**config.mk**
```make
export PLATFORM = sky130hd
export DESIGN_NAME = fitness_session_ctrl
export DESIGN_NICKNAME = d
export VERILOG_FILES = /design/src/rtl/fitness_session_ctrl.sv
export SDC_FILE = /design/constraint.sdc
export NUM_CORES = 1
export LEC_CHECK = 0
export ABC_CLOCK_PERIOD_IN_PS = 5100
export CORE_ASPECT_RATIO = 0.8
export CORE_MARGIN = 5
export CORE_UTILIZATION = 58
export CTS_BUF_LIST = sky130_fd_sc_hd__clkbuf_8
export DETAILED_ROUTE_END_ITERATION = 10
export HOLD_SLACK_MARGIN = 0.15
export PLACE_DENSITY = 0.88
export SLEW_MARGIN = 5
export SYNTH_ARGS = -nofsm -noshare
export SYNTH_HDL_FRONTEND = slang
export SYNTH_SLANG_ARGS = --single-unit
```
**constraint.sdc**
```tcl
create_clock -name clk -period 5.1 [get_ports clk]
set_input_delay 0.765 -clock clk [delete_from_list [all_inputs] [get_ports clk]]
set_output_delay 0.765 -clock clk [all_outputs]
set_load 0.005 [all_outputs]
```
**src/rtl/fitness_session_ctrl.sv**
```systemverilog
// Session FSM: button arbitration, seconds timing, 6-cycle shared-multiplier calorie calc, then valid/ready report that holds under stall.
// Define FIT_AUTO_PAUSE_EN to add the idle auto-pause counter (AUTO_PAUSE_CYC cycles with no button -> PAUSED).
module fitness_session_ctrl #(
  parameter int TICK_DIV       = 50,
  parameter int MAX_SEC        = 59,
  parameter int AUTO_PAUSE_CYC = 200
) (
  input  logic        clk,
  input  logic        rst,
  input  logic        btn_run,
  input  logic        btn_walk,
  input  logic        btn_cycle,
  input  logic        pause,
  input  logic        stop,
  input  logic [7:0]  weight,
  output logic [2:0]  act_onehot,
  output logic        tick,
  output logic [7:0]  sec_run,
  output logic [7:0]  sec_walk,
  output logic [7:0]  sec_cycle,
  output logic [15:0] mult_a,
  output logic [7:0]  mult_b,
  input  logic [23:0] mult_p,
  output logic        cal_valid,
  input  logic        cal_ready,
  output logic [1:0]  cal_sel,
  output logic [23:0] cal_out,
  output logic        busy,
  output logic [2:0]  state
);
  localparam int PW = $clog2(TICK_DIV);

  typedef enum logic [2:0] {
    S_IDLE = 3'd0, S_ACTIVE = 3'd1, S_PAUSED = 3'd2, S_CALC = 3'd3, S_REPORT = 3'd4
  } state_t;

  state_t        state_q, state_d;
  logic [2:0]    act_q, act_d, cur, arb, btns;
  logic [PW-1:0] presc_q;
  logic [7:0]    sec_run_q, sec_walk_q, sec_cycle_q, sec_sel, k_val;
  logic [2:0]    step_q;
  logic [15:0]   tmp_q;
  logic [23:0]   cal0_q, cal1_q, cal2_q;
  logic [1:0]    sel_q;
  logic          any_btn, tick_w, xfer, auto_trip, wake;

  assign btns    = {btn_cycle, btn_walk, btn_run};
  assign any_btn = |btns;
  assign tick_w  = (state_q == S_ACTIVE) && (act_q != 3'd0) && (presc_q == PW'(TICK_DIV - 1));
  assign xfer    = cal_valid && cal_ready;

  function automatic logic [7:0] inc_sec(input logic [7:0] s);
    return (s == 8'(MAX_SEC)) ? 8'd0 : s + 8'd1;
  endfunction

`ifdef FIT_AUTO_PAUSE_EN
  localparam int IW = $clog2(AUTO_PAUSE_CYC + 1);
  logic [IW-1:0] idle_q;
  logic          auto_q;

  assign auto_trip = (state_q == S_ACTIVE) && !any_btn && (idle_q == IW'(AUTO_PAUSE_CYC - 1));
  assign wake      = auto_q && any_btn;

  always_ff @(posedge clk or negedge rst) begin
    if (!rst) begin
      idle_q <= '0;
      auto_q <= 1'b0;
    end else begin
      if (state_q != S_ACTIVE || state_d != state_q || any_btn) idle_q <= '0;
      else                                                      idle_q <= idle_q + IW'(1);
      // Only an idle-triggered pause may be woken by a button press
      if (state_d != S_PAUSED)           auto_q <= 1'b0;
      else if (state_q == S_ACTIVE)      auto_q <= auto_trip && !pause;
    end
  end
`else
  assign auto_trip = 1'b0;
  assign wake      = 1'b0;
`endif

  // Current activity is kept while its button holds; otherwise run > walk > cycle
  always_comb begin
    cur = (state_q == S_ACTIVE) ? act_q : 3'd0;
    arb = 3'd0;
    if ((cur & btns) != 3'd0) arb = cur;
    else if (btn_run)         arb = 3'b001;
    else if (btn_walk)        arb = 3'b010;
    else if (btn_cycle)       arb = 3'b100;
  end

  always_comb begin
    state_d = state_q;
    case (state_q)
      S_IDLE:   if (any_btn) state_d = S_ACTIVE;
      S_ACTIVE: if (stop) state_d = S_CALC;
                else if (pause || auto_trip) state_d = S_PAUSED;
      S_PAUSED: if (stop) state_d = S_CALC;
                else if (pause || wake) state_d = S_ACTIVE;
      S_CALC:   if (step_q == 3'd5) state_d = S_REPORT;
      S_REPORT: if (xfer && sel_q == 2'd2) state_d = S_IDLE;
      default:  state_d = S_IDLE;
    endcase
    act_d = (state_d == S_ACTIVE) ? arb : 3'd0;
  end

  always_ff @(posedge clk or negedge rst) begin
    if (!rst) state_q <= S_IDLE;
    else      state_q <= state_d;
  end

  always_comb begin
    case (step_q[2:1])
      2'd0:    begin k_val = 8'd5;  sec_sel = sec_run_q;   end
      2'd1:    begin k_val = 8'd8;  sec_sel = sec_walk_q;  end
      default: begin k_val = 8'd10; sec_sel = sec_cycle_q; end
    endcase
    mult_a = 16'd0;
    mult_b = 8'd0;
    if (state_q == S_CALC) begin
      if (!step_q[0]) begin mult_a = {8'd0, weight}; mult_b = k_val;   end
      else            begin mult_a = tmp_q;          mult_b = sec_sel; end
    end
    case (sel_q)
      2'd0:    cal_out = cal0_q;
      2'd1:    cal_out = cal1_q;
      default: cal_out = cal2_q;
    endcase
    if (!cal_valid) cal_out = 24'd0;
  end

  always_ff @(posedge clk or negedge rst) begin
    if (!rst) begin
      act_q       <= 3'd0;
      presc_q     <= '0;
      sec_run_q   <= 8'd0;
      sec_walk_q  <= 8'd0;
      sec_cycle_q <= 8'd0;
      step_q      <= 3'd0;
      tmp_q       <= 16'd0;
      cal0_q      <= 24'd0;
      cal1_q      <= 24'd0;
      cal2_q      <= 24'd0;
      sel_q       <= 2'd0;
    end else begin
      act_q <= act_d;
      if (state_q == S_IDLE && state_d == S_ACTIVE) begin
        presc_q     <= '0;
        sec_run_q   <= 8'd0;
        sec_walk_q  <= 8'd0;
        sec_cycle_q <= 8'd0;
      end else if (tick_w) begin
        presc_q <= '0;
        if (act_q[0]) sec_run_q   <= inc_sec(sec_run_q);
        if (act_q[1]) sec_walk_q  <= inc_sec(sec_walk_q);
        if (act_q[2]) sec_cycle_q <= inc_sec(sec_cycle_q);
      end else if (state_q == S_ACTIVE && act_q != 3'd0) begin
        presc_q <= presc_q + PW'(1);
      end

      if (state_q == S_CALC) begin
        step_q <= step_q + 3'd1;
        if (!step_q[0]) tmp_q <= mult_p[15:0];
        else begin
          case (step_q[2:1])
            2'd0:    cal0_q <= mult_p;
            2'd1:    cal1_q <= mult_p;
            default: cal2_q <= mult_p;
          endcase
        end
      end else begin
        step_q <= 3'd0;
      end

      if (xfer) sel_q <= (sel_q == 2'd2) ? 2'd0 : sel_q + 2'd1;
    end
  end

  assign act_onehot = act_q;
  assign tick       = tick_w;
  assign sec_run    = sec_run_q;
  assign sec_walk   = sec_walk_q;
  assign sec_cycle  = sec_cycle_q;
  assign cal_valid  = (state_q == S_REPORT);
  assign cal_sel    = sel_q;
  assign busy       = (state_q == S_CALC) || (state_q == S_REPORT);
  assign state      = state_q;
endmodule

```
# After elaboration in Yosys (flattened, before gate mapping)
# Cells that the tools add are included.
# classes
add_sub_neg,6
n_mux,39
reduce_logical,25
eq_ne,13
bitwise,3
# op_table
cell,count
$mux W8,14
$pmux W24 S2,1
$mux W3,14
$mux W16,2
$add A8 B1 Y8 const B,3
$eq A8 B6 Y1 const B,3
$mux W24,1
$mux W6,3
$pmux W8 S2,1
$pmux W3 S5,1
$reduce_and A3 Y1,3
$reduce_bool A3 Y1,3
$pmux W4 S2,1
$reduce_and A2 Y1,4
$reduce_bool A2 Y1,4
$add A6 B1 Y6 const B,1
$eq A3 B1 Y1 const B,2
$eq A3 B2 Y1 const B,2
$eq A3 B3 Y1 const B,2
$eq A6 B6 Y1 const B,1
$logic_and A1 B1 Y1,5
$eq A2 B1 Y1 const B,2
$logic_not A2 Y1,2
$add A3 B1 Y3 const B,1
other kinds (9),10
# totals
output_inout_bits,83
input_bits,40
reg_bits,129
wordCells,98

# Longest topological paths before layout
# Gate-level depths: netlist of the first run.
# depth
ltp_word,9
depth_mapped,8

# Worst setup path after synthesis of the first run
# Ideal clock, no wire load.
# synth_path
path_kind,flip-flop to output port
from,"register state_q[2], in the netlist state[2]"
to,output port mult_b[1]
arrival_time_ns,1.523
setup_slack_ns,2.812
path_stages_with_launch,7
cell_sequence,dfrtp_1 > and3b_1 > clkbuf_1 > nand2_1 > nor3_4 > buf_2 > a22o_1
# synth_via
elab_chain_len,2
# synth_lines
item,line,rtl
from (decl),37,"state_t state_q, state_d;"
from (signal assigned),108,else state_q <= state_d;
$eq A3 B2 Y1,119,if (state_q == S_CALC) begin
$mux W8,119,
to (decl),22,"output logic [7:0] mult_b,"
# Every way passes these cells.

# Worst setup path in the final report of the first run
# layout_path
from,"register sel_q[0], in the netlist cal_sel[0]"
to,output port cal_out[9]
# layout_via
elab_chain_len,3
word_cells_on_any_way,4
classes_between,eq/ne (1); mux (2); reduce/logical (1)
# layout_lines
item,line,rtl
from (decl),44,logic [1:0] sel_q;
from (signal assigned),174,if (xfer) sel_q <= (sel_q == 2'd2) ? 2'd0 : sel_q + 2'd1;
$eq A2 B1 Y1 or $logic_not A2 Y1 (tied branches),123,case (sel_q)
$pmux W24 S2 *,123,
$mux W24 *,128,if (!cal_valid) cal_out = 24'd0;
to (decl),27,"output logic [23:0] cal_out,"
# Every way passes the cells marked *; elsewhere a longest branch is shown, timed or not.

==> flow_summary_export.csv, run 1 <==
group,metric,value,unit
finish,num-nets-final,766,
route,remaining_drc_errors,0,
setup_path,critical_path_peak_fanout,22,
place,detailedPlace.worstSlack,1910,ps
timing,slew_viol_final,0,
route,routed_wire_length_per_instance,20.1,um
setup_path,startpoint,"cal_sel[0]",
global_route,overflow,0,
logic_synthesis,syn-num-nets,658,
floorplanning,die_area,0.0136,mm^2
setup_path,critical_path.most_common_cell,"nor2_1",
timing,final.setup.tns,0,ps
logic_synthesis,synth-edff-count,0,
power,cellLeakagePower,0.00341,uW
finish,fill_cells,723,
timing,maximum_clock_skew_at_final_layout,15.2,ps
floorplanning,start_util,0.598,
setup_path,critPathCaptureType,"output pin",
power,overall_power_after_layout,3750,uW
logic_synthesis,post_synth_inst_count,611,
clocking,cts.sinks,129,
finish,design_area,0.00823,mm^2
clocking,ctsLongestPathBuffers,2,
place,routabilityCongestion,0.950,
logic_synthesis,postSynth.topFlopCell,"dfrtp_1",
clocking,clockRootBuffer,"clkbuf_8",
setup_path,cp-start-kind,"flip-flop",
clocking,postCtsSetupRepairBufs,0,
global_route,track_usage,0.269,
global_route,grt_antenna_before_repair,0,
route,dr_total_vias,5383,
finish,multi_input_comb_area,0.00314,mm^2
timing,rsz0062_at_grt,"no",
floorplanning,placeableCoreArea,0.0110,mm^2
logic_synthesis,seq_area_frac_synth,0.492,
setup_path,r2r_start,"state[2]",
clocking,post_cts_resized,0,
setup_path,critical_path_depth,6,
timing,final.setup.worst_slack,1410,ps
logic_synthesis,synth-async-reset-ratio,1.00,
power,worst_ir_drop_vdd,275,uV
finish,register_area,0.00323,mm^2
logic_synthesis,post_synth_instance_area,0.00657,mm^2
setup_path,critical_path.slowest_cell,"dfrtp_1",
route,detail_route.first_pass.iterations,5,
place,place_area,0.00784,mm^2
setup_path,r2r.worst_path.cells,4,
route,final_antenna_net_count,0,
floorplanning,dieWidth,129,um
clocking,htree_levels,4,
global_route,maximum_number_of_pins_on_one_net_before_global_route_repair,57,
finish,final_common_cell,"dfrtp_1",
floorplanning,die_y,105,um
timing,max_slew_margin,0.186,
finish,area_delta_synth_final,25.4,%
logic_synthesis,synth.avg_cell_area,10.7,um^2
place,hpwl,12200,um
setup_path,timing.critical_path.arrival,2920,ps
place,placement.io_buffers,122,
route,avgViaCountPerCell,6.14,
setup_path,critPathTopFamily,"flip-flops",
min_path,min-delay-path-class,"primary input to async pin",
logic_synthesis,postSynthRegisterBits,129,
floorplanning,row_count,34,
setup_path,crit_path_cell_trace,"buf_4 > mux2i_1 > nor2_1 > a21oi_1 > nor2_1 > clkdlybuf4s50_1",
setup_path,critical_path_class,"flip-flop to output pin",
clocking,worst_skew_pair.late_latency,440,ps
timing,timing.final.setup_violations,0,
timing,worstMarginPinSlew,1210,ps
global_route,first_global_vias,5677,
setup_path,critPathBufInv,2,
clocking,hold_fix_buffers_at_cts,0,
power,powerDensity,455,mW/mm^2
logic_synthesis,count_of_distinct_cell_types_in_the_synthesized_netlist,53,
setup_path,slowest_delay,1110,ps
finish,layout.cells.most_common_list,"dfrtp_1, clkdlybuf4s50_1, nor2_1, mux2_2, a21oi_1",
clocking,number_of_buffers_added_by_the_clock_tree_synthesis_step,17,
route,detail_route.iter0.violations,633,
clocking,clk_pin_slew_worst_paths,80,ps
route,routed_wirelength,17600,um
floorplanning,i_o_pin_count,123,
outcome,run_status,"finished clean",
timing,final-hold-violation-count,0,
timing,timing.final.crit_period,3690,ps
flow_run,drv.max_cap_violation_count,0,
global_route,grt_first_pass_wirelength,29000,um
place,dp_cells,844,
clocking,cts_tree,"yes",
finish,post_layout_nonfiller_instances,876,
logic_synthesis,yosys_warnings,0,
timing,clock.fmax,0.271,GHz
finish,antenna-diode-count,0,
finish,layout-drive-gt1-share,0.184,
setup_path,required_arrival_time_at_the_worst_endpoint,4340,ps
timing,fin_crit_sh,0.723,
[area by class of cell]
cell class / instances / area share
sequential: 129 / 0.392
multi-input combinational: 438 / 0.382
timing repair buffer: 128 / 0.153
clock buffer: 19 / 0.0318
tap: 144 / 0.0219
clock inverter: 13 / 0.0166
inverter: 5 / 0.00228
[synthesized netlist by cell type (all sizes together), types with 2 or more instances]
library cell | count | area share
dfrtp | 129 | 0.49
nor2 | 92 | 0.053
mux2 | 88 | 0.15
a21oi | 40 | 0.030
mux2i | 38 | 0.058
nand2 | 26 | 0.015
buf | 22 | 0.017
nand3 | 22 | 0.018
clkbuf | 17 | 0.0097
o21ai | 16 | 0.012
nand4 | 13 | 0.012
and3 | 12 | 0.011
nor4 | 10 | 0.010
xnor2 | 10 | 0.013
xor2 | 8 | 0.011
ha | 7 | 0.013
inv | 5 | 0.0029
nand2b | 5 | 0.0048
nor3 | 5 | 0.0055
nor2b | 4 | 0.0038
o31ai | 4 | 0.0046
and2 | 3 | 0.0029
and4bb | 3 | 0.0057
or3 | 3 | 0.0029
or4 | 3 | 0.0034
a22o | 2 | 0.0027
a311oi | 2 | 0.0027
a32o | 2 | 0.0030
and4 | 2 | 0.0027
nand4bb | 2 | 0.0034
nor3b | 2 | 0.0040
o211ai | 2 | 0.0023
[layer usage]
| layer | global-route usage | part of all wire | wire (um) | vias up |
|---|---|---|---|---|
| met2 | 0.426 | 0.49 | 8590 | 267 |
| met4 | 0.103 | 0.023 | 409 | 0 |
| met3 | 0.0745 | 0.080 | 1410 | 36 |
| met1 | 0.352 | 0.41 | 7240 | 2677 |
| met5 | 0 | 0 | 0 | - |
| li1 | - | - | - | 2403 |
[where the power goes]
group | switching, uW | internal, uW | leakage [uW]
combinational | 566 | 667 | 0.00159
sequential | 270 | 1370 | 0.00162
clock | 416 | 459 | 0.000194
[state kept, by name (all words and copies together) (netlist names)]
| register | flops |
|---|---|
| act_onehot | 3 |
| cal0_q | 24 |
| cal1_q | 24 |
| cal2_q | 24 |
| cal_sel | 2 |
| presc_q | 6 |
| sec_cycle | 8 |
| sec_run | 8 |
| sec_walk | 8 |
| state | 3 |
| step_q | 3 |
| tmp_q | 16 |
[logic make-up (layout without fill, tap and decap cells)]
| family | Yosys count | count (layout) | synth area share |
|---|---|---|---|
| and+or+nand+nor | 210 | 210 | 0.163 |
| xor gates and xnor gates | 18 | 18 | 0.0240 |
| buffers and inverters | 44 | 165 | 0.0295 |
| adders and majority gates | 7 | 7 | 0.0133 |
| AOI/OAI and AO/OA | 77 | 77 | 0.0698 |
| muxes | 126 | 126 | 0.209 |
| DFF | 129 | 129 | 0.492 |
[final timing paths]
| kind | slack, ps | endpoint |
|---|---|---|
| max | 1410 | cal_out[9] |
| min | 380 | sec_walk[3] |
| max reg2reg | 2370 | tmp_q[1] |
| min reg2reg | 510 | tmp_q[9] |
| max in group asynchronous | 3670 | cal0_q[1] |
| min in group clk | 510 | tmp_q[9] |
[stage by stage]
| stage | utilization | hold WS (ps) |
|---|---|---|
| 6_report | 0.750 | 383 |
| 5_1_grt | 0.750 | 427 |
| 4_1_cts | 0.750 | 392 |
| 3_5_place_dp | 0.714 | 488 |
| 3_3_place_gp | 0.714 | 482 |
| 2_1_floorplan | - | 469 |
(Power assumes the default switching activity.)
==> run 2, diff against run 1 <==
ABC_CLOCK_PERIOD_IN_PS = 3000   (was 5100)
CORE_UTILIZATION = 49   (was 58)
PLACE_DENSITY = 0.79   (was 0.88)
clock period = 3 ns   (was 5.1 ns; I/O delays follow)
==> flow_summary_export.csv, run 2 (same netlist as run 1, synthesis figures left out) <==
group,metric,value,unit
floorplanning,i_o_pin_count,123,
power,cellLeakagePower,0.00345,uW
place,place_area,0.00795,mm^2
timing,fin_crit_sh,0.951,
outcome,run_status,"finished clean",
finish,antenna-diode-count,0,
setup_path,critical_path_depth,4,
clocking,worst_skew_pair.late_latency,430,ps
setup_path,critical_path.slowest_cell,"dfrtp_1",
timing,timing.final.crit_period,2850,ps
power,powerDensity,760,mW/mm^2
setup_path,crit_path_cell_trace,"nand3_1 > buf_4 > a21oi_1 > clkdlybuf4s50_1",
flow_run,drv.max_cap_violation_count,0,
finish,final_common_cell,"dfrtp_1",
timing,worstMarginPinSlew,756,ps
route,dr_total_vias,5262,
finish,num-nets-final,775,
timing,clock.fmax,0.351,GHz
finish,register_area,0.00323,mm^2
route,detail_route.first_pass.iterations,5,
setup_path,r2r.worst_path.cells,5,
min_path,min-delay-path-class,"flip-flop to flip-flop",
setup_path,cp-start-kind,"flip-flop",
setup_path,startpoint,"state[1]",
power,overall_power_after_layout,6340,uW
finish,area_delta_synth_final,27.2,%
setup_path,critPathBufInv,2,
clocking,htree_levels,4,
global_route,track_usage,0.221,
setup_path,critPathTopFamily,"buffers and inverters",
floorplanning,dieWidth,139,um
route,routed_wirelength,17100,um
finish,design_area,0.00835,mm^2
route,detail_route.iter0.violations,411,
clocking,ctsLongestPathBuffers,2,
global_route,overflow,0,
finish,fill_cells,1004,
route,final_antenna_net_count,0,
global_route,first_global_vias,5463,
timing,final-hold-violation-count,0,
setup_path,timing.critical_path.arrival,2400,ps
floorplanning,die_area,0.0158,mm^2
floorplanning,start_util,0.505,
setup_path,r2r_end,"tmp_q[8]",
timing,maximum_clock_skew_at_final_layout,9.14,ps
clocking,clockRootBuffer,"clkbuf_8",
clocking,number_of_buffers_added_by_the_clock_tree_synthesis_step,17,
clocking,postCtsSetupRepairBufs,0,
global_route,grt_first_pass_wirelength,28400,um
floorplanning,die_y,114,um
floorplanning,row_count,37,
setup_path,critPathCaptureType,"output pin",
clocking,cts_tree,"yes",
timing,final.setup.tns,0,ps
timing,max_slew_margin,0.496,
place,routabilityCongestion,0.932,
setup_path,crit_end,"mult_b[0]",
power,worst_ir_drop_vdd,376,uV
place,hpwl,12000,um
timing,slew_viol_final,0,
finish,layout_top_registers,"cal0_q: 24 flops, cal1_q: 24 flops, cal2_q: 24 flops",
place,detailedPlace.worstSlack,591,ps
clocking,cts.sinks,129,
finish,multi_input_comb_area,0.00314,mm^2
setup_path,required_arrival_time_at_the_worst_endpoint,2550,ps
setup_path,r2r_start,"state[1]",
setup_path,critical_path_class,"flip-flop to output pin",
clocking,clk_pin_slew_worst_paths,70,ps
finish,layout-drive-gt1-share,0.194,
place,placement.io_buffers,122,
floorplanning,placeableCoreArea,0.0130,mm^2
route,remaining_drc_errors,0,
timing,rsz0062_at_grt,"no",
global_route,grt_antenna_before_repair,0,
timing,final.setup.worst_slack,147,ps
setup_path,ff2ff_setup_slack,610,ps
global_route,maximum_number_of_pins_on_one_net_before_global_route_repair,57,
timing,timing.final.setup_violations,0,
setup_path,slowest_delay,540,ps
finish,utilization,0.642,
route,routed_wire_length_per_instance,18.6,um
finish,layout.cells.most_common_list,"dfrtp_1, clkdlybuf4s50_1, nor2_1, mux2_2, a21oi_1",
setup_path,critical_path_peak_fanout,13,
route,avgViaCountPerCell,5.74,
==> run 2: changes by cell type in the layout (fill, tap and decap cells not counted), moves of 2 or more <==
| cell | previous run | this run |
|---|---|---|
| buf_4 | 7 | 14 |
| clkbuf_8 | 19 | 22 |
| clkinv_4 | 2 | 0 |
| dfrtp_1 | 128 | 126 |
==> run 2: power by group <==
group          switching [uW]  internal [uW]
sequential                438           2330
clock                     661            756
combinational             980           1180
total                    2080           4260
==> run 2: stage by stage <==
stage | instances | hold WS [ps]
floorplan | 611 | 154
global placement | 883 | 482
detailed placement | 883 | 489
CTS | 916 | 505
global route | 916 | 516
finish | 916 | 505
==> run 2: worst min path at each step <==
stage | slack [ps] | cells after the start | from | to
3_3_place_gp | 480 | 1 | tmp_q[13] | tmp_q[13]
4_1_cts | 510 | 1 | tmp_q[13] | tmp_q[13]
3_5_place_dp | 490 | 1 | tmp_q[13] | tmp_q[13]
6_report | 500 | 1 | cal0_q[12] | cal0_q[12]
2_1_floorplan | 150 | 0 | rst | act_onehot[0]
5_1_grt | 520 | 1 | cal0_q[12] | cal0_q[12]
==> run 2: area by class of cell <==
class                      instances  area share
timing repair buffer             137       0.161
tap                              175      0.0262
clock buffer                      22      0.0363
clock inverter                    10      0.0100
inverter                           5     0.00225
multi-input combinational        438       0.376
sequential                       129       0.387
==> run 2: repair_timing <==
| action | CTS | global route |
|---|---|---|
| endpoints found under the hold margin | 53 | 0 |
| hold buffers | 1 | 0 |
| resized for setup | 0 | 2 |
| endpoints found under the setup margin | 0 | 2 |
==> run 2: routing by layer <==
metal  up-vias  global-route usage  routed length [um]
li1       2410                   -                   -
met1      2659               0.294                7570
met2       175               0.362                8320
met3        18              0.0511                 934
met4         0              0.0711                 223
met5         -                   0                   0
==> run 3, diff against run 2 <==
ABC_CLOCK_PERIOD_IN_PS = 3200   (was 3000)
CORE_UTILIZATION = 54   (was 49)
PLACE_DENSITY = 0.82   (was 0.79)
clock period = 3.2 ns   (was 3 ns; I/O delays follow)
==> flow_summary_export.csv, run 3 (same netlist as run 1, synthesis figures left out) <==
group,metric,value,unit
timing,timing.final.crit_period,3080,ps
clocking,worst_skew_pair.late_latency,440,ps
timing,final.setup.tns,0,ps
global_route,grt_first_pass_wirelength,27400,um
route,detail_route.first_pass.iterations,6,
timing,worstMarginPinSlew,900,ps
timing,max_slew_margin,0.400,
setup_path,critical_path.slowest_cell,"or3_2",
timing,clock.fmax,0.325,GHz
route,dr_total_vias,5271,
floorplanning,die_area,0.0145,mm^2
clocking,clk_pin_slew_worst_paths,70,ps
route,detail_route.iter0.violations,601,
timing,rsz0062_at_grt,"no",
setup_path,cp-start-kind,"flip-flop",
outcome,run_status,"finished clean",
finish,layout_top_registers,"cal0_q: 24 flops, cal1_q: 24 flops, cal2_q: 24 flops",
floorplanning,i_o_pin_count,123,
floorplanning,placeableCoreArea,0.0120,mm^2
min_path,min-delay-path-class,"primary input to async pin",
setup_path,required_arrival_time_at_the_worst_endpoint,2720,ps
finish,area_delta_synth_final,26.3,%
global_route,maximum_number_of_pins_on_one_net_before_global_route_repair,70,
finish,layout.cells.most_common_list,"dfrtp_1, clkdlybuf4s50_1, nor2_1, mux2_2, a21oi_1",
setup_path,critPathBufInv,2,
timing,fin_crit_sh,0.961,
finish,fill_cells,856,
setup_path,timing.critical_path.arrival,2600,ps
finish,layout-drive-gt1-share,0.194,
place,placement.io_buffers,122,
timing,final-hold-violation-count,0,
timing,final.setup.worst_slack,125,ps
route,remaining_drc_errors,0,
global_route,grt_antenna_before_repair,0,
setup_path,startpoint,"state[2]",
finish,num-nets-final,773,
timing,slew_viol_final,0,
route,final_antenna_net_count,0,
setup_path,critPathTopFamily,"simple AND/OR/NAND/NOR gates",
timing,timing.final.setup_violations,0,
floorplanning,row_count,36,
setup_path,critPathCaptureType,"output pin",
setup_path,critical_path_peak_fanout,26,
floorplanning,die_y,109,um
setup_path,crit_path_cell_trace,"inv_1 > or3_2 > nor2_1 > clkdlybuf4s50_1",
power,powerDensity,720,mW/mm^2
clocking,hold_fix_buffers_at_cts,0,
clocking,ctsLongestPathBuffers,2,
place,detailedPlace.worstSlack,513,ps
timing,maximum_clock_skew_at_final_layout,19.7,ps
route,routed_wirelength,16900,um
clocking,number_of_buffers_added_by_the_clock_tree_synthesis_step,17,
flow_run,drv.max_cap_violation_count,0,
place,routabilityCongestion,0.927,
global_route,overflow,0,
global_route,track_usage,0.239,
clocking,htree_levels,4,
clocking,cts.sinks,129,
setup_path,critical_path_class,"flip-flop to output pin",
power,cellLeakagePower,0.00344,uW
global_route,first_global_vias,5377,
route,avgViaCountPerCell,5.92,
floorplanning,start_util,0.546,
setup_path,r2r_start,"state[2]",
floorplanning,dieWidth,133,um
clocking,clockRootBuffer,"clkbuf_8",
route,routed_wire_length_per_instance,19.0,um
setup_path,slowest_delay,750,ps
place,hpwl,12000,um
finish,final_common_cell,"dfrtp_1",
finish,antenna-diode-count,0,
clocking,cts_tree,"yes",
power,worst_ir_drop_vdd,434,uV
## run 3: cell count changes in the layout (fill, tap and decap cells not counted)
cell and change:
or3_2 +1, clkinvlp_4 -1, clkinv_2 +1, clkbuf_8 -5
bufinv_16 +1, dfrtp_4 -1, clkinv_4 +4, dfrtp_1 +1
dlygate4sd3_1 -1, buf_4 -1, or3_1 -1
## run 3: per-stage QoR
stage                     hold slack [ps]  area (um^2)  utilization  instances  power, uW
final                                 168         8290        0.690        891       5970
after global placement                482         7910        0.658        859       4510
after floorplan                       184         6570            -        611       3850
after global routing                  225         8290        0.690        891       6330
after CTS                             187         8290        0.689        891       5990
after detailed placement              490         7910        0.658        859       4650
## run 3: final cells by class
type / count / area [um^2] / area share
sequential: 129 / 3230 / 0.390
timing repair buffer: 135 / 1330 / 0.160
multi-input combinational: 438 / 3140 / 0.379
tap: 152 / 190 / 0.0229
inverter: 5 / 18.8 / 0.00226
clock inverter: 15 / 146 / 0.0177
clock buffer: 17 / 234 / 0.0282
## run 3: per-layer routing
layer	track usage	up-vias	part of all wire
met5	0	-	0
met4	0.0778	0	0.017
met3	0.0484	29	0.064
met2	0.389	216	0.48
met1	0.325	2621	0.44
li1	-	2405	-
## run 3: where the power goes
part	internal, uW	switching, uW
combinational	1100	964
clock	684	651
sequential	2180	387
## run 3: what timing repair did
item	CTS	global route
resized for setup	0	1
buffers inserted	0	0
setup endpoints to repair	0	26
## run 3: final timing paths
path / slack, ps / endpoint / cells after the start
max: 120 / cal_out[23] / 4
min: 170 / sec_walk[3] / 1
max reg2reg: 830 / tmp_q[7] / 6
min reg2reg: 510 / cal1_q[5] / 1
max in group asynchronous: 2230 / cal1_q[9] / 2
min in group clk: 510 / cal1_q[5] / 1
